### src/rtl/div_unit.sv
// div_unit: iterative restoring radix-2 divider for the EX stage.
// Produces one quotient bit per cycle, DATA_W cycles per divide, and holds the
// pipeline via stallreq_for_ex until the result is ready.
//
// Ports:
//   clk              system clock, rising edge
//   rst              synchronous active-high reset
//   start_i          divide requested this cycle
//   signed_i         1 = signed (DIV), 0 = unsigned (DIVU)
//   opdata1_i        dividend
//   opdata2_i        divisor
//   annul_i          cancel the in-flight operation
//   result_o         {remainder, quotient}
//   ready_o          result_o valid (END state)
//   stallreq_for_ex  stall request to the pipeline controller
module div_unit #(
  parameter int unsigned DATA_W = 32
) (
  input  logic                  clk,
  input  logic                  rst,
  input  logic                  start_i,
  input  logic                  signed_i,
  input  logic [DATA_W-1:0]     opdata1_i,
  input  logic [DATA_W-1:0]     opdata2_i,
  input  logic                  annul_i,
  output logic [2*DATA_W-1:0]   result_o,
  output logic                  ready_o,
  output logic                  stallreq_for_ex
);

  localparam int unsigned CntW = $clog2(DATA_W);

  localparam logic [1:0] StIdle   = 2'd0;
  localparam logic [1:0] StByZero = 2'd1;
  localparam logic [1:0] StOn     = 2'd2;
  localparam logic [1:0] StEnd    = 2'd3;

  logic [1:0]          state_q, state_d;
  logic [CntW-1:0]     cnt_q, cnt_d;
  logic [DATA_W-1:0]   dvd_q, dvd_d;   // dividend magnitude, shifted out MSB first
  logic [DATA_W-1:0]   dsr_q, dsr_d;   // divisor magnitude
  logic [DATA_W-1:0]   rem_q, rem_d;   // partial remainder
  logic [DATA_W-1:0]   quo_q, quo_d;   // quotient bits collected so far
  logic                neg1_q, neg1_d; // dividend was negative (signed mode)
  logic                neg2_q, neg2_d; // divisor was negative (signed mode)
  logic [2*DATA_W-1:0] result_q, result_d;

  // One restoring step. The trial value needs DATA_W+1 bits because the
  // shifted partial remainder can exceed the largest DATA_W-bit divisor.
  logic [DATA_W:0]   trial;
  logic [DATA_W:0]   diff;
  logic              qbit;
  logic [DATA_W-1:0] rem_step;
  logic [DATA_W-1:0] quo_step;
  logic [DATA_W-1:0] rem_fix;
  logic [DATA_W-1:0] quo_fix;
  logic [DATA_W-1:0] op1_mag;
  logic [DATA_W-1:0] op2_mag;

  always_comb begin
    trial    = {rem_q, dvd_q[DATA_W-1]};
    diff     = trial - {1'b0, dsr_q};
    qbit     = ~diff[DATA_W];
    rem_step = qbit ? diff[DATA_W-1:0] : trial[DATA_W-1:0];
    quo_step = {quo_q[DATA_W-2:0], qbit};
    // -2^31 / -1 falls out naturally: magnitude quotient 2^31, no negation.
    quo_fix  = (neg1_q ^ neg2_q) ? -quo_step : quo_step;
    rem_fix  = neg1_q ? -rem_step : rem_step;
    op1_mag  = (signed_i && opdata1_i[DATA_W-1]) ? -opdata1_i : opdata1_i;
    op2_mag  = (signed_i && opdata2_i[DATA_W-1]) ? -opdata2_i : opdata2_i;
  end

  always_comb begin
    state_d  = state_q;
    cnt_d    = cnt_q;
    dvd_d    = dvd_q;
    dsr_d    = dsr_q;
    rem_d    = rem_q;
    quo_d    = quo_q;
    neg1_d   = neg1_q;
    neg2_d   = neg2_q;
    result_d = result_q;
    unique case (state_q)
      StIdle: begin
        if (start_i && !annul_i) begin
          if (opdata2_i == '0) begin
            state_d = StByZero;
          end else begin
            state_d = StOn;
            cnt_d   = '0;
            dvd_d   = op1_mag;
            dsr_d   = op2_mag;
            rem_d   = '0;
            quo_d   = '0;
            neg1_d  = signed_i & opdata1_i[DATA_W-1];
            neg2_d  = signed_i & opdata2_i[DATA_W-1];
          end
        end
      end
      StByZero: begin
        result_d = '0;
        state_d  = StEnd;
      end
      StOn: begin
        if (annul_i) begin
          state_d = StIdle;
        end else begin
          dvd_d = {dvd_q[DATA_W-2:0], 1'b0};
          rem_d = rem_step;
          quo_d = quo_step;
          cnt_d = cnt_q + 1'b1;
          if (cnt_q == CntW'(DATA_W - 1)) begin
            result_d = {rem_fix, quo_fix};
            state_d  = StEnd;
          end
        end
      end
      StEnd: begin
        if (annul_i || !start_i) begin
          state_d = StIdle;
        end
      end
      default: state_d = StIdle;
    endcase
  end

  always_ff @(posedge clk) begin
    if (rst) begin
      state_q  <= StIdle;
      cnt_q    <= '0;
      dvd_q    <= '0;
      dsr_q    <= '0;
      rem_q    <= '0;
      quo_q    <= '0;
      neg1_q   <= 1'b0;
      neg2_q   <= 1'b0;
      result_q <= '0;
    end else begin
      state_q  <= state_d;
      cnt_q    <= cnt_d;
      dvd_q    <= dvd_d;
      dsr_q    <= dsr_d;
      rem_q    <= rem_d;
      quo_q    <= quo_d;
      neg1_q   <= neg1_d;
      neg2_q   <= neg2_d;
      result_q <= result_d;
    end
  end

  assign result_o = result_q;
  assign ready_o  = (state_q == StEnd);
  // Released in END so EX advances with the result that cycle.
  assign stallreq_for_ex = !rst &&
                           (((state_q == StIdle) && start_i && !annul_i) ||
                            (state_q == StOn) || (state_q == StByZero));

endmodule

### config.mk
export PLATFORM = sky130hd
export DESIGN_NAME = div_unit
export DESIGN_NICKNAME = d
export VERILOG_FILES = /design/src/rtl/div_unit.sv
export SDC_FILE = /design/constraint.sdc
export NUM_CORES = 1
export LEC_CHECK = 0
export CORE_ASPECT_RATIO = 1.1
export CORE_UTILIZATION = 40
export CTS_BUF_LIST = sky130_fd_sc_hd__clkbuf_4
export DETAILED_ROUTE_END_ITERATION = 8
export GPL_TIMING_DRIVEN = 0
export PLACE_DENSITY_LB_ADDON = 0.2
export SLEW_MARGIN = 25
export SYNTH_ARGS = -nofsm -noshare
export SYNTH_HDL_FRONTEND = slang
export SYNTH_SLANG_ARGS = --single-unit
### constraint.sdc
create_clock -name clk -period 5 [get_ports clk]
set_input_delay 1 -clock clk [delete_from_list [all_inputs] [get_ports clk]]
set_output_delay 1 -clock clk [all_outputs]
set_load 0.05 [all_outputs]
# ---- After elaboration in Yosys (flattened, before gate mapping)
# Index checks and enable logic that the tools add are counted.
dict set report word_totals {
  reg_bits 200
  wordCells 78
}
dict set report classes {
  add_sub_neg 6
  eq_ne 10
  n_mux 28
  bitwise_logic 5
  n_reduce_logical 20
}
# operator count
set ops {}
lappend ops {{$mux W32} 11}
lappend ops {{$mux W64} 2}
lappend ops {{$neg A32 Y32} 4}
lappend ops {{$pmux W32 S2} 2}
lappend ops {{$pmux W64 S2} 1}
lappend ops {{$pmux W31 S2} 1}
lappend ops {{$sub A33 B32 Y33} 1}
lappend ops {{$logic_not A32 Y1} 1}
lappend ops {{$mux W31} 1}
lappend ops {{$mux W5} 3}
lappend ops {{$mux W2} 5}
lappend ops {{$pmux W5 S2} 1}
lappend ops {{$reduce_and A3 Y1} 3}
lappend ops {{$ne A2 B2 Y1 const B} 4}
lappend ops {{$pmux W2 S4} 1}
lappend ops {{$logic_and A1 B1 Y1} 6}
lappend ops {{$add A5 B1 Y5 const B} 1}
lappend ops {{$eq A5 B5 Y1 const B} 1}
lappend ops {{$eq A2 B2 Y1 const B} 2}
lappend ops {{$reduce_and A4 Y1} 1}
lappend ops {{$reduce_bool A2 Y1} 2}
lappend ops {{$logic_not A1 Y1} 3}
lappend ops {{$logic_or A1 B1 Y1} 3}
lappend ops {{$ne A3 B3 Y1 const B} 1}
lappend ops {{other kinds (6)} 8}

# ---- Logic depth before layout (Yosys ltp)
# Gate-level depths: netlist of the first run.
dict set report logic_depth {
  ltp_word 7
  depth_mapped 25
}

# ---- Least setup slack after synthesis of the first run
# Ideal clock, no wire load.
dict set report synth_path {
  path_type {register to register}
  from {register dvd_q[31]}
  to {register result_q[62] (netlist: result_o[62])}
  setup_time_ps 117
  arrival_ps 4590
  t_required_ps 4883
  setup_slack_ps 293
  path_stages_with_launch 25
  n_path_buf 2
  synth_period_minus_slack_ps 4707
  cell_sequence {dfxtp_1 > inv_1 > ha_1 > inv_1 > fa_1 > a211oi_2 > o21ai_2 > o211a_1 > o211a_1 > nor3_4 > nor2_4 > inv_4 > buf_2 > buf_1 > o21ai_0 > inv_1 > ha_1 > o2111ai_1 > nor2_1 > nand4_1 > a22oi_2 > nand4_4 > o41ai_2 > xnor2_1 > a22o_1}
}
dict set report synth_via {
  elab_chain_len 7
}
# item line
set synth_rtl {}
lappend synth_rtl {{start: declaration} 40} ;# logic [DATA_W-1:0] dvd_q, dvd_d;
lappend synth_rtl {{start signal: assignment} 141} ;# dvd_q <= dvd_d;
lappend synth_rtl {{$sub A33 B32 Y33} 62} ;# diff = trial - {1'b0, dsr_q};
lappend synth_rtl {{$mux W32 (*)} 64} ;# rem_step = qbit ? diff[DATA_W-1:0] : trial[DATA_W-1:0];
lappend synth_rtl {{$neg A32 Y32} 68} ;# rem_fix = neg1_q ? -rem_step : rem_step;
lappend synth_rtl {{$mux W32 (*)} 68}
lappend synth_rtl {{$mux W64 (*)} 112} ;# if (cnt_q == CntW'(DATA_W - 1)) begin
lappend synth_rtl {{$mux W64 (*)} 105} ;# if (annul_i) begin
lappend synth_rtl {{$pmux W64 S2 (*)} 83} ;# unique case (state_q)
lappend synth_rtl {{end signal: assignment} 147} ;# result_q <= result_d;
lappend synth_rtl {{end: declaration} 46} ;# logic [2*DATA_W-1:0] result_q, result_d;
# Mark *: on every way between the ends. The rest lies on a longest branch, timed or not. The select of a mux whose other input is x is not followed.
# A chain may end at the register's enable or synchronous reset.

# ---- Worst setup path after layout of the first run
# Ends and elaborated chain as after synthesis.

==> qor.yml, run 1 <==
outcome: "complete, no violations"
coreArea_um2: 30600
drtIter0Drc: 923
reg2reg_from: "dvd_q[31]"
die_y_um: 188
cts_hold_buf: 0
p_comb_share_pct: 21.6
hold_depth: 2
cp-end-kind: "flop"
reg2regPathDepth: 21
via_per_inst: 5.55
critical_path_class: "flop to flop"
grt_pass1_wl_um: 60400
nFillCells: 3098
syn_area_per_cell_um2: 7.74
antenna_found_initial: 1
io_pins: 135
post-route-drc-count: 0
grt.overflow.total: 0
cts.sinks: 200
utilization_pct: 48.5
ys.flop_type: "dfxtp_1"
drv_cap: 0
synth_edf_count: 0
rrSetupSlack_ps: 210
internal-power_mw: 2.17
clkPwrFrac_pct: 27.6
period_share_pct: 95.9
hold_viol_final: 0
critPathLaunchType: "flop"
start_util_pct: 40.9
clkTransAtPathRegs_ps: 170
postRouteAntennaNets: 0
max_slew_margin_pct: 37.6
required_ps: 5540
numPortBuffers: 134
synth_area_leader_cell: "dfxtp_1"
vias: 12200
grt_usage_pct: 23.9
finalNetCount: 1886
grt_pass1_vias: 11300
synth_most_common_cell: "nor2_1"
cp_max_fo: 19
first_pass_iters: 5
cp.arrival_ps: 5330
cts_root_buffer: "clkbuf_4"
clockBufferDepth: 2
layout-drive-gt1-share_pct: 6.42
netSwitchingFraction_pct: 33.0
synth_area_leaders: "dfxtp_1, nor2_1, xnor2_1, a21oi_1, nand2_1"
rows: 67
fin_skew_ps: 30.2
p_sw_mw: 1.07
grt_max_degree: 20
place.gp.congestion: 0.927
yosys.cell_types.count: 79
post_drt_wl_per_cell_um: 17.5
min_from: "result_o[63]"
finalSetupViolCount: 0
min_path_type: "flop to flop"
synth_seq_cells: 200
ctsHtreeMaxLevel: 4
hpwlAfterDp_um: 30100
yosys-top-cells-count: "nor2_1, dfxtp_1, nand2_1, a21oi_1, o21ai_0"
area_growth_pct: 18.5
timing.rr.end: "result_o[62]"
syn-num-nets: 1725
period_minus_slack_ps: 4790
seqCellArea_um2: 4000
numCtsBuffers: 17
power_frac_seq_pct: 50.8
peakVddDrop_mv: 0.116
min_to: "result_o[63]"
fmax_mhz: 209
yosys.area.top_type_share_pct: 32.0
yosysWarnings: 0
stdcell_count: 2206
die_x_um: 171
ys_seq_area_share_pct: 32.0
leakage_nw: 5.46
die_area_um2: 32000
async_flop_share_pct: 0
clk_latency_ps: 630
drt_wl_total_um: 38700
tightest_slew_ps: 927
hold-worst-slack_ps: 458
multi_input_area_um2: 7960
powerDensity_nw_per_um2: 219
netlist_instances: 1617
cts_tree: "done"
dpl.cell_count: 2165
synth_area_um2: 12500
final_max_slew_viol_count: 0
==> metrics by stage <==
step | power [mW] | area, um2 | setup WS [ps] | setup TNS [ps]
floorplan | 2.13 | 12500 | 293 | 0
global placement | 2.35 | 14400 | -1040 | -10280
detailed placement | 2.35 | 14400 | -1110 | -11430
CTS | 3.25 | 14700 | 27.1 | 0
global route | 3.40 | 14800 | -52.8 | -111
finish | 3.25 | 14800 | 205 | 0
==> per-layer routing <==
| metal | GRT usage (%) | vias to the layer above | wire length, um |
|---|---|---|---|
| li1 | - | 6119 | - |
| met1 | 34.2 | 5701 | 18800 |
| met2 | 36.8 | 386 | 16900 |
| met3 | 4.05 | 34 | 2350 |
| met4 | 6.06 | 0 | 588 |
| met5 | 0 | - | 0 |
==> flip-flops by register name, summed over array words and instances (netlist names) <==
name / flops
result_o: 64
neg2_q: 1
state_q: 2
rem_q: 32
neg1_q: 1
dsr_q: 32
dvd_q: 32
cnt_q: 5
quo_q: 31
==> cell families after synthesis <==
group | synth area share [%]
buf+inv | 5.10
compound gates | 27.5
flops | 32.0
fa+ha+maj | 3.96
xor+xnor | 9.58
mux | 1.80
simple gates | 20.1
==> power groups by stage <==
| stage | clock network (mW) | registers [mW] | logic [mW] |
|---|---|---|---|
| 6_report | 0.897 | 1.65 | 0.700 |
| 4_1_cts | 0.919 | 1.65 | 0.681 |
| 2_1_floorplan | 0 | 1.68 | 0.452 |
| 3_5_place_dp | 0 | 1.68 | 0.672 |
| 5_1_grt | 0.982 | 1.65 | 0.767 |
| 3_3_place_gp | 0 | 1.68 | 0.666 |
==> layout make-up <==
cell class / instances / area share (%)
Clock inverter: 13 / 0.978
Buffer: 99 / 2.84
Sequential cell: 200 / 27.0
Antenna cell: 1 / 0.0169
Timing Repair inverter: 1 / 0.0590
Timing Repair Buffer: 144 / 9.57
Tap cell: 414 / 3.49
Multi-Input combinational cell: 1260 / 53.6
Inverter: 55 / 1.48
Clock buffer: 19 / 0.961
==> worst max-delay path, stage by stage (launching register included) <==
cell and delay (ps):
dfxtp_1 360, inv_1 80, ha_1 150, inv_1 50, fa_2 370, a211oi_2 260
o21ai_2 130, o211a_1 290, o211ai_2 240, a21oi_4 140, nor2_4 160, buf_6 250
mux2i_4 330, ha_4 200, o2111ai_2 130, nor2_1 150, nand4_1 140, a22oi_2 340
nand4_4 190, o41ai_4 380, xnor2_2 130, a22o_1 210
==> worst max path at each step <==
stage | end | slack, ps | depth (start not counted) | start
2_1_floorplan | result_o[62] | 290 | 24 | dvd_q[31]
3_3_place_gp | result_o[62] | -1040 | 24 | dvd_q[31]
3_5_place_dp | result_o[62] | -1110 | 24 | dvd_q[31]
4_1_cts | result_o[62] | 30 | 24 | dvd_q[31]
5_1_grt | result_o[60] | -50 | 25 | dvd_q[31]
6_report | result_o[62] | 210 | 21 | dvd_q[31]
==> layout by cell type (no fill, tap or decap), drive strengths merged, types with 6 or more instances in the layout <==
master	count
a211oi	42
o2111ai	7
o211ai	34
or3	16
nand2	155
a21oi	135
and3	7
o31ai	22
inv	59
a31oi	12
clkdlybuf4s50	134
clkinv	7
o21ai	102
nor3	25
a311oi	6
nand3	19
a21o	11
or4	14
buf	38
and2	13
dfxtp	200
nor2	241
nand2b	11
xor2	59
o211a	6
a22oi	78
clkbuf	90
ha	38
xnor2	78
mux2i	13
nor4	13
o21a	11
o41ai	15
mux2	7
nand4	19
==> what timing repair did <==
action                                 in CTS  in global routing
setup endpoints to repair                  17                  9
buffers inserted                            5                  5
gates resized for setup                    11                 12
cloned                                      0                  1
pin swaps                                   6                 10
endpoints found under the hold margin       0                  0
Note: power is estimated with default switching activity, not from simulation.
==> run 2, diff against run 1 <==
--- a/config.mk
+++ b/config.mk
@@ -6,7 +6,7 @@
 export NUM_CORES = 1
 export LEC_CHECK = 0
 export CORE_ASPECT_RATIO = 1.1
-export CORE_UTILIZATION = 40
+export CORE_UTILIZATION = 54
 export CTS_BUF_LIST = sky130_fd_sc_hd__clkbuf_4
 export DETAILED_ROUTE_END_ITERATION = 8
 export GPL_TIMING_DRIVEN = 0
==> run 2 against run 1 <==
  * The run now ends with DRC left
  * Largest power group unchanged
  * First-iteration DRC count rose by 28%
  * Critical endpoint is now result_o[58]
  * Cell count fell by 5.1%
  * Worst setup slack improved by 23 ps
==> qor.yml, run 2 (synthesis gave the netlist of run 1 again) <==
cts_hold_buf: 0  # unchanged
fin_area_um2: 14800  # -0.55%
start_util_pct: 54.9  # +14 points
drv_cap: 0  # unchanged
clockBufferDepth: 2  # unchanged
drtIter0Drc: 1177  # +28%
cts_tree: "done"
cp_max_fo: 19  # unchanged
vias: 12400  # +1.6%
leakage_nw: 5.47  # +0.34%
power_frac_seq_pct: 49.7  # -1.1 points
netSwitchingFraction_pct: 34.9  # +1.9 points
drt_wl_total_um: 36100  # -6.6%
period_share_pct: 95.4  # -0.46 points
clk_latency_ps: 650  # +20 ps
cp_cell_sequence: "inv_1 -> ha_1 -> inv_1 -> fa_2 -> a211oi_4 -> o21ai_4 -> o211a_4 -> o211a_1 -> nor3_4 -> nor2_4 -> buf_12 -> mux2i_2 -> ha_2 -> o2111ai_1 -> nor2_1 -> nand4_1 -> a22oi_2 -> nand4_4 -> o31ai_1 -> xnor2_1 -> o21ai_1"
fin_skew_ps: 42.2  # +12.0 ps
area_growth_pct: 17.9
hpwlAfterDp_um: 28500  # -5.3%
outcome: "finished, violations left"
die_y_um: 162  # -14%
grt_max_degree: 25  # +25%
critPathLaunchType: "flop"
place_area_um2: 14200  # -0.99%
tightest_slew_ps: 950  # +22.9 ps
utilization_pct: 64.8  # +16 points
postRouteAntennaNets: 0  # unchanged
grt_pass1_wl_um: 58000  # -4.0%
powerDensity_nw_per_um2: 225  # +2.9%
violations: "DRC"
layout_commonest_cell: "nor2_1"
clkPwrFrac_pct: 29.6  # +2.0 points
path_common_cell: "inv_1"
fmax_mhz: 210  # +0.48%
finalSetupViolCount: 0  # unchanged
layout_common_cells: "nor2_1, dfxtp_1, nand2_1, clkdlybuf4s50_1, a21oi_1"
antenna_found_initial: 1  # unchanged
max_stage_delay_ps: 400  # +20 ps
nFillCells: 2106  # -32%
p_sw_mw: 1.16  # +8.2%
total_power_mw: 3.32  # +2.4%
post_drt_wl_per_cell_um: 17.3  # -1.6%
period_minus_slack_ps: 4770  # -23.0 ps
grt.overflow.total: 0  # unchanged
rrSetupSlack_ps: 230  # +20 ps
coreArea_um2: 22800  # -26%
post-route-drc-count: 1  # +1
finalNetCount: 1887  # +0.053%
min_path_type: "flop to flop"
cp.arrival_ps: 5330  # about the same
numPortBuffers: 134  # unchanged
max_slew_margin_pct: 36.4  # -1.2 points
io_pins: 135  # unchanged
finalSetupTns_ps: 0  # unchanged
peakVddDrop_mv: 0.139  # +19%
final_max_slew_viol_count: 0  # unchanged
p_comb_share_pct: 20.7  # -0.9 points
critical_path_class: "flop to flop"
place.gp.congestion: 0.929  # +0.18%
clkTransAtPathRegs_ps: 200  # +30 ps
cp-end-kind: "flop"
cts.sinks: 200  # unchanged
largest_reg_flops: 64  # unchanged
rows: 58  # -13%
critPathLaunch: "dvd_q[31]"
cts_root_buffer: "clkbuf_4"
grt_usage_pct: 30.4  # +6.5 points
reg2reg_from: "dvd_q[31]"
grt_pass1_vias: 11300  # -0.044%
required_ps: 5550  # about the same
first_pass_iters: 8  # +3
hold_viol_final: 0  # unchanged
die_area_um2: 23800  # -26%
hold-worst-slack_ps: 461  # +2.22 ps
via_per_inst: 5.94  # +7.1%
die_x_um: 147  # -14%
ctsHtreeMaxLevel: 4  # unchanged
layout-drive-gt1-share_pct: 6.70  # +0.28 points
internal-power_mw: 2.16  # -0.53%
min_from: "result_o[27]"
cp_slowest_cell: "o31ai_1"
numCtsBuffers: 17  # unchanged
==> run 2: cell types whose count changed in the layout (fill, tap and decap cells not counted), moves of 2 or more <==
| cell | previous run | this run |
|---|---|---|
| inv_16 | 0 | 3 |
| clkinv_8 | 3 | 6 |
| o21ai_1 | 23 | 21 |
| buf_4 | 9 | 11 |
| inv_12 | 0 | 2 |
| inv_8 | 3 | 0 |
| clkbuf_4 | 19 | 17 |
| clkinv_1 | 2 | 0 |
==> run 2: through the flow <==
step	cells	setup WS, ps
3_3_place_gp	2051	-1030
3_5_place_dp	2051	-1100
4_1_cts	2085	24.0
5_1_grt	2093	-6.45
2_1_floorplan	1617	293
6_report	2093	228
==> run 2: final timing paths <==
check                      end  cells after the start
setup / recovery  result_o[58]                     21
hold / removal    result_o[27]                      2
setup reg to reg  result_o[58]                     21
hold reg to reg   result_o[27]                      2
==> run 2: per-layer routing <==
metal	up-vias	wire length, um	global-route usage [%]
li1	6135	-	-
met3	58	2960	4.94
met1	5762	16400	43.0
met5	-	0	0
met4	0	956	10.8
met2	482	15800	46.4
==> run 2: cell type report <==
cell class | count | area (um2) | share of cell area, %
Multi-Input combinational cell | 1260 | 7940 | 53.8
Sequential cell | 200 | 4010 | 27.1
Timing Repair Buffer | 145 | 1420 | 9.65
Buffer | 100 | 442 | 2.99
Tap cell | 300 | 375 | 2.54
Clock inverter | 15 | 224 | 1.52
Inverter | 55 | 211 | 1.43
Clock buffer | 17 | 128 | 0.865
Antenna cell | 1 | 2.50 | 0.0170
==> run 2: power by group through the flow <==
| stage | sequential [mW] | clock, mW | combinational (mW) |
|---|---|---|---|
| floorplan | 1.68 | 0 | 0.452 |
| global placement | 1.68 | 0 | 0.654 |
| detailed placement | 1.68 | 0 | 0.662 |
| CTS | 1.65 | 0.990 | 0.671 |
| global route | 1.66 | 1.06 | 0.755 |
| finish | 1.65 | 0.982 | 0.689 |
==> run 2: what timing repair did <==
item	CTS	global route
setup buffers	4	7
endpoints found under the setup margin	18	8
resized for setup	11	13
pin swaps	3	9
==> run 2: worst max-delay path, delay by kind of cell (launching register included) <==
kind / cells / cell delay (ps)
buffers and inverters: 3 / 320
DFF: 1 / 370
muxes: 1 / 230
and+or+nand+nor: 5 / 860
xor gates and xnor gates: 1 / 170
adders and majority gates: 3 / 820
AOI/OAI and AO/OA: 8 / 1910
==> run 3, diff against run 2 <==
--- a/config.mk
+++ b/config.mk
@@ -10,7 +10,7 @@
 export CTS_BUF_LIST = sky130_fd_sc_hd__clkbuf_4
 export DETAILED_ROUTE_END_ITERATION = 8
 export GPL_TIMING_DRIVEN = 0
-export PLACE_DENSITY_LB_ADDON = 0.2
+export PLACE_DENSITY_LB_ADDON = 0.05
 export SLEW_MARGIN = 25
 export SYNTH_ARGS = -nofsm -noshare
 export SYNTH_HDL_FRONTEND = slang
==> run 3 against run 2 <==
  * Register-to-register slack is essentially flat
  * Routed wire length grew 2.8%
  * Largest cell class unchanged
  * Final area shrank 0.58%
  * Cell count shrank 0.24%
  * Sequential share of layout area grew 0.18 points
  * Global-route usage grew 0.99 points
  * Largest power group unchanged
  * Combinational power is essentially flat
  * The run now ends clean
  * Power grew 0.28%
  * Sequential power is essentially flat
  * Critical endpoint is now result_o[62]
==> qor.yml, run 3 (synthesis gave the netlist of run 1 again) <==
required_ps: 5530  # -20 ps
period_share_pct: 95.3  # -0.096 points
cp_slowest_cell: "dfxtp_1"
powerDensity_nw_per_um2: 227  # +0.87%
met1_length_um: 17400  # +6.3%
layout-drive-gt1-share_pct: 6.32  # -0.37 points
rrSetupSlack_ps: 230  # about the same
max_stage_delay_ps: 500  # +100 ps
cp-end-kind: "flop"
cts.sinks: 200  # unchanged
postRouteAntennaNets: 0  # unchanged
place.gp.congestion: 0.933  # +0.42%
clk_latency_ps: 640  # about the same
min_path_type: "flop to flop"
reg2reg_from: "rem_q[16]"
finalSetupViolCount: 0  # unchanged
min_to: "result_o[51]"
via_per_inst: 6.00  # +1.0%
die_y_um: 162  # unchanged
grt_usage_pct: 31.3  # +0.99 points
drv_cap: 0  # unchanged
drtIter0Drc: 1065  # -9.5%
cts_root_buffer: "clkbuf_4"
stdcell_count: 2088  # -0.24%
die_x_um: 147  # unchanged
cts_hold_buf: 0  # unchanged
cp_top_family: "compound AO/OA/AOI/OAI gates"
post-route-drc-count: 0  # -1
critical_path_class: "flop to flop"
nFillCells: 2136  # +1.4%
finalSetupTns_ps: 0  # unchanged
grt_max_degree: 25  # unchanged
cp_max_fo: 19  # unchanged
setup_ws_ps: 233  # +4.81 ps
cp_cell_sequence: "ha_1 -> buf_2 -> a21oi_2 -> o211ai_2 -> a211oi_2 -> o31a_1 -> a21oi_4 -> nor2_4 -> buf_4 -> mux2i_2 -> ha_2 -> o2111ai_1 -> nor2_1 -> nand4_1 -> a22oi_2 -> nand4_4 -> o41ai_4 -> xnor2_1 -> a22o_1"
cts_tree: "done"
dr_wl_met2_um: 16600  # +5.0%
hold_depth: 2  # unchanged
ctsHtreeMaxLevel: 4  # unchanged
antenna_found_initial: 1  # unchanged
top_layer_used: "met4"
clockBufferDepth: 2  # unchanged
dpl.cell_count: 2051  # unchanged
layout_commonest_cell: "nor2_1"
dp_slack_ps: -960  # +136 ps
utilization_pct: 64.4  # -0.38 points
coreArea_um2: 22800  # unchanged
cp.arrival_ps: 5290  # -40 ps
largest_reg_flops: 64  # unchanged
grt_pass1_vias: 11300  # +0.19%
final_max_slew_viol_count: 0  # unchanged
io_pins: 135  # unchanged
grt_pass1_wl_um: 59500  # +2.6%
drt_wl_total_um: 37100  # +2.8%
hpwlAfterDp_um: 28800  # +1.1%
numPortBuffers: 134  # unchanged
fmax_mhz: 210  # +0.10%
peakVddDrop_mv: 0.204  # +47%
critPathLaunchType: "flop"
place_area_um2: 14200  # unchanged
hold-worst-slack_ps: 460  # -0.413 ps
tightest_slew_ps: 994  # +43.9 ps
die_area_um2: 23800  # unchanged
fin_skew_ps: 51.4  # +9.15 ps
layout_common_cells: "nor2_1, dfxtp_1, nand2_1, clkdlybuf4s50_1, a21oi_1"
leakage_nw: 5.46  # -0.32%
path_buf_inv: 2  # -1
fin_area_um2: 14700  # -0.58%
reg2regPathDepth: 19  # -9.5%
start_util_pct: 54.9  # unchanged
numCtsBuffers: 17  # unchanged
max_slew_margin_pct: 33.1  # -3.3 points
wl_met3_um: 2630  # -11%
total_power_mw: 3.33  # +0.28%
post_drt_wl_per_cell_um: 17.8  # +3.0%
first_pass_iters: 8  # unchanged
clkTransAtPathRegs_ps: 210  # about the same
area_growth_pct: 17.2
outcome: "complete, no violations"
grt.overflow.total: 0  # unchanged
hold_viol_final: 0  # unchanged
timing.rr.end: "result_o[62]"
finalNetCount: 1882  # -0.26%
period_minus_slack_ps: 4770  # -4.81 ps
vias: 12500  # +0.77%
rsz0062_at_grt: "no"
min_from: "result_o[51]"
rows: 58  # unchanged
[run 3: timing repair]
action / in CTS / in global routing
pin swaps: 4 / 7
setup buffers: 4 / 3
hold endpoints to repair: 0 / 0
gates resized for setup: 6 / 11
setup endpoints to repair: 16 / 10
[run 3: cell type report]
cell class / count / area (um2) / area share (%)
Buffer: 99 / 418 / 2.85
Inverter: 55 / 214 / 1.46
Antenna cell: 1 / 2.50 / 0.0171
Clock inverter: 15 / 221 / 1.51
Tap cell: 300 / 375 / 2.56
Clock buffer: 17 / 128 / 0.870
Multi-Input combinational cell: 1260 / 7910 / 53.9
Sequential cell: 200 / 4010 / 27.3
Timing Repair Buffer: 141 / 1390 / 9.50
[run 3: how the worst max path moves through the flow]
stage | from | slack, ps | end | cells past startpoint
detailed placement | dvd_q[31] | -960 | result_o[62] | 24
global placement | dvd_q[31] | -880 | result_o[62] | 24
global route | dvd_q[31] | 6 | result_o[62] | 21
floorplan | dvd_q[31] | 290 | result_o[62] | 24
CTS | dvd_q[31] | 30 | result_o[60] | 24
finish | rem_q[16] | 230 | result_o[62] | 19
[run 3: tightest hold or removal path: stages (launching register included)]
cell	delay, ps
dfxtp_1	360
nand2_1	50
o21ai_1	50
[run 3: layer usage]
layer / track usage, % / vias to the layer above
li1: - / 6131
met1: 45.0 / 5899
met2: 48.9 / 467
met3: 4.80 / 36
met4: 7.87 / 0
met5: 0 / -
[run 3: power breakdown]
part / leakage [nW] / switching, mW / internal [mW]
logic: 3.66 / 0.426 / 0.260
registers: 1.62 / 0.0162 / 1.64
clock network: 0.179 / 0.730 / 0.264
total: 5.46 / 1.17 / 2.16
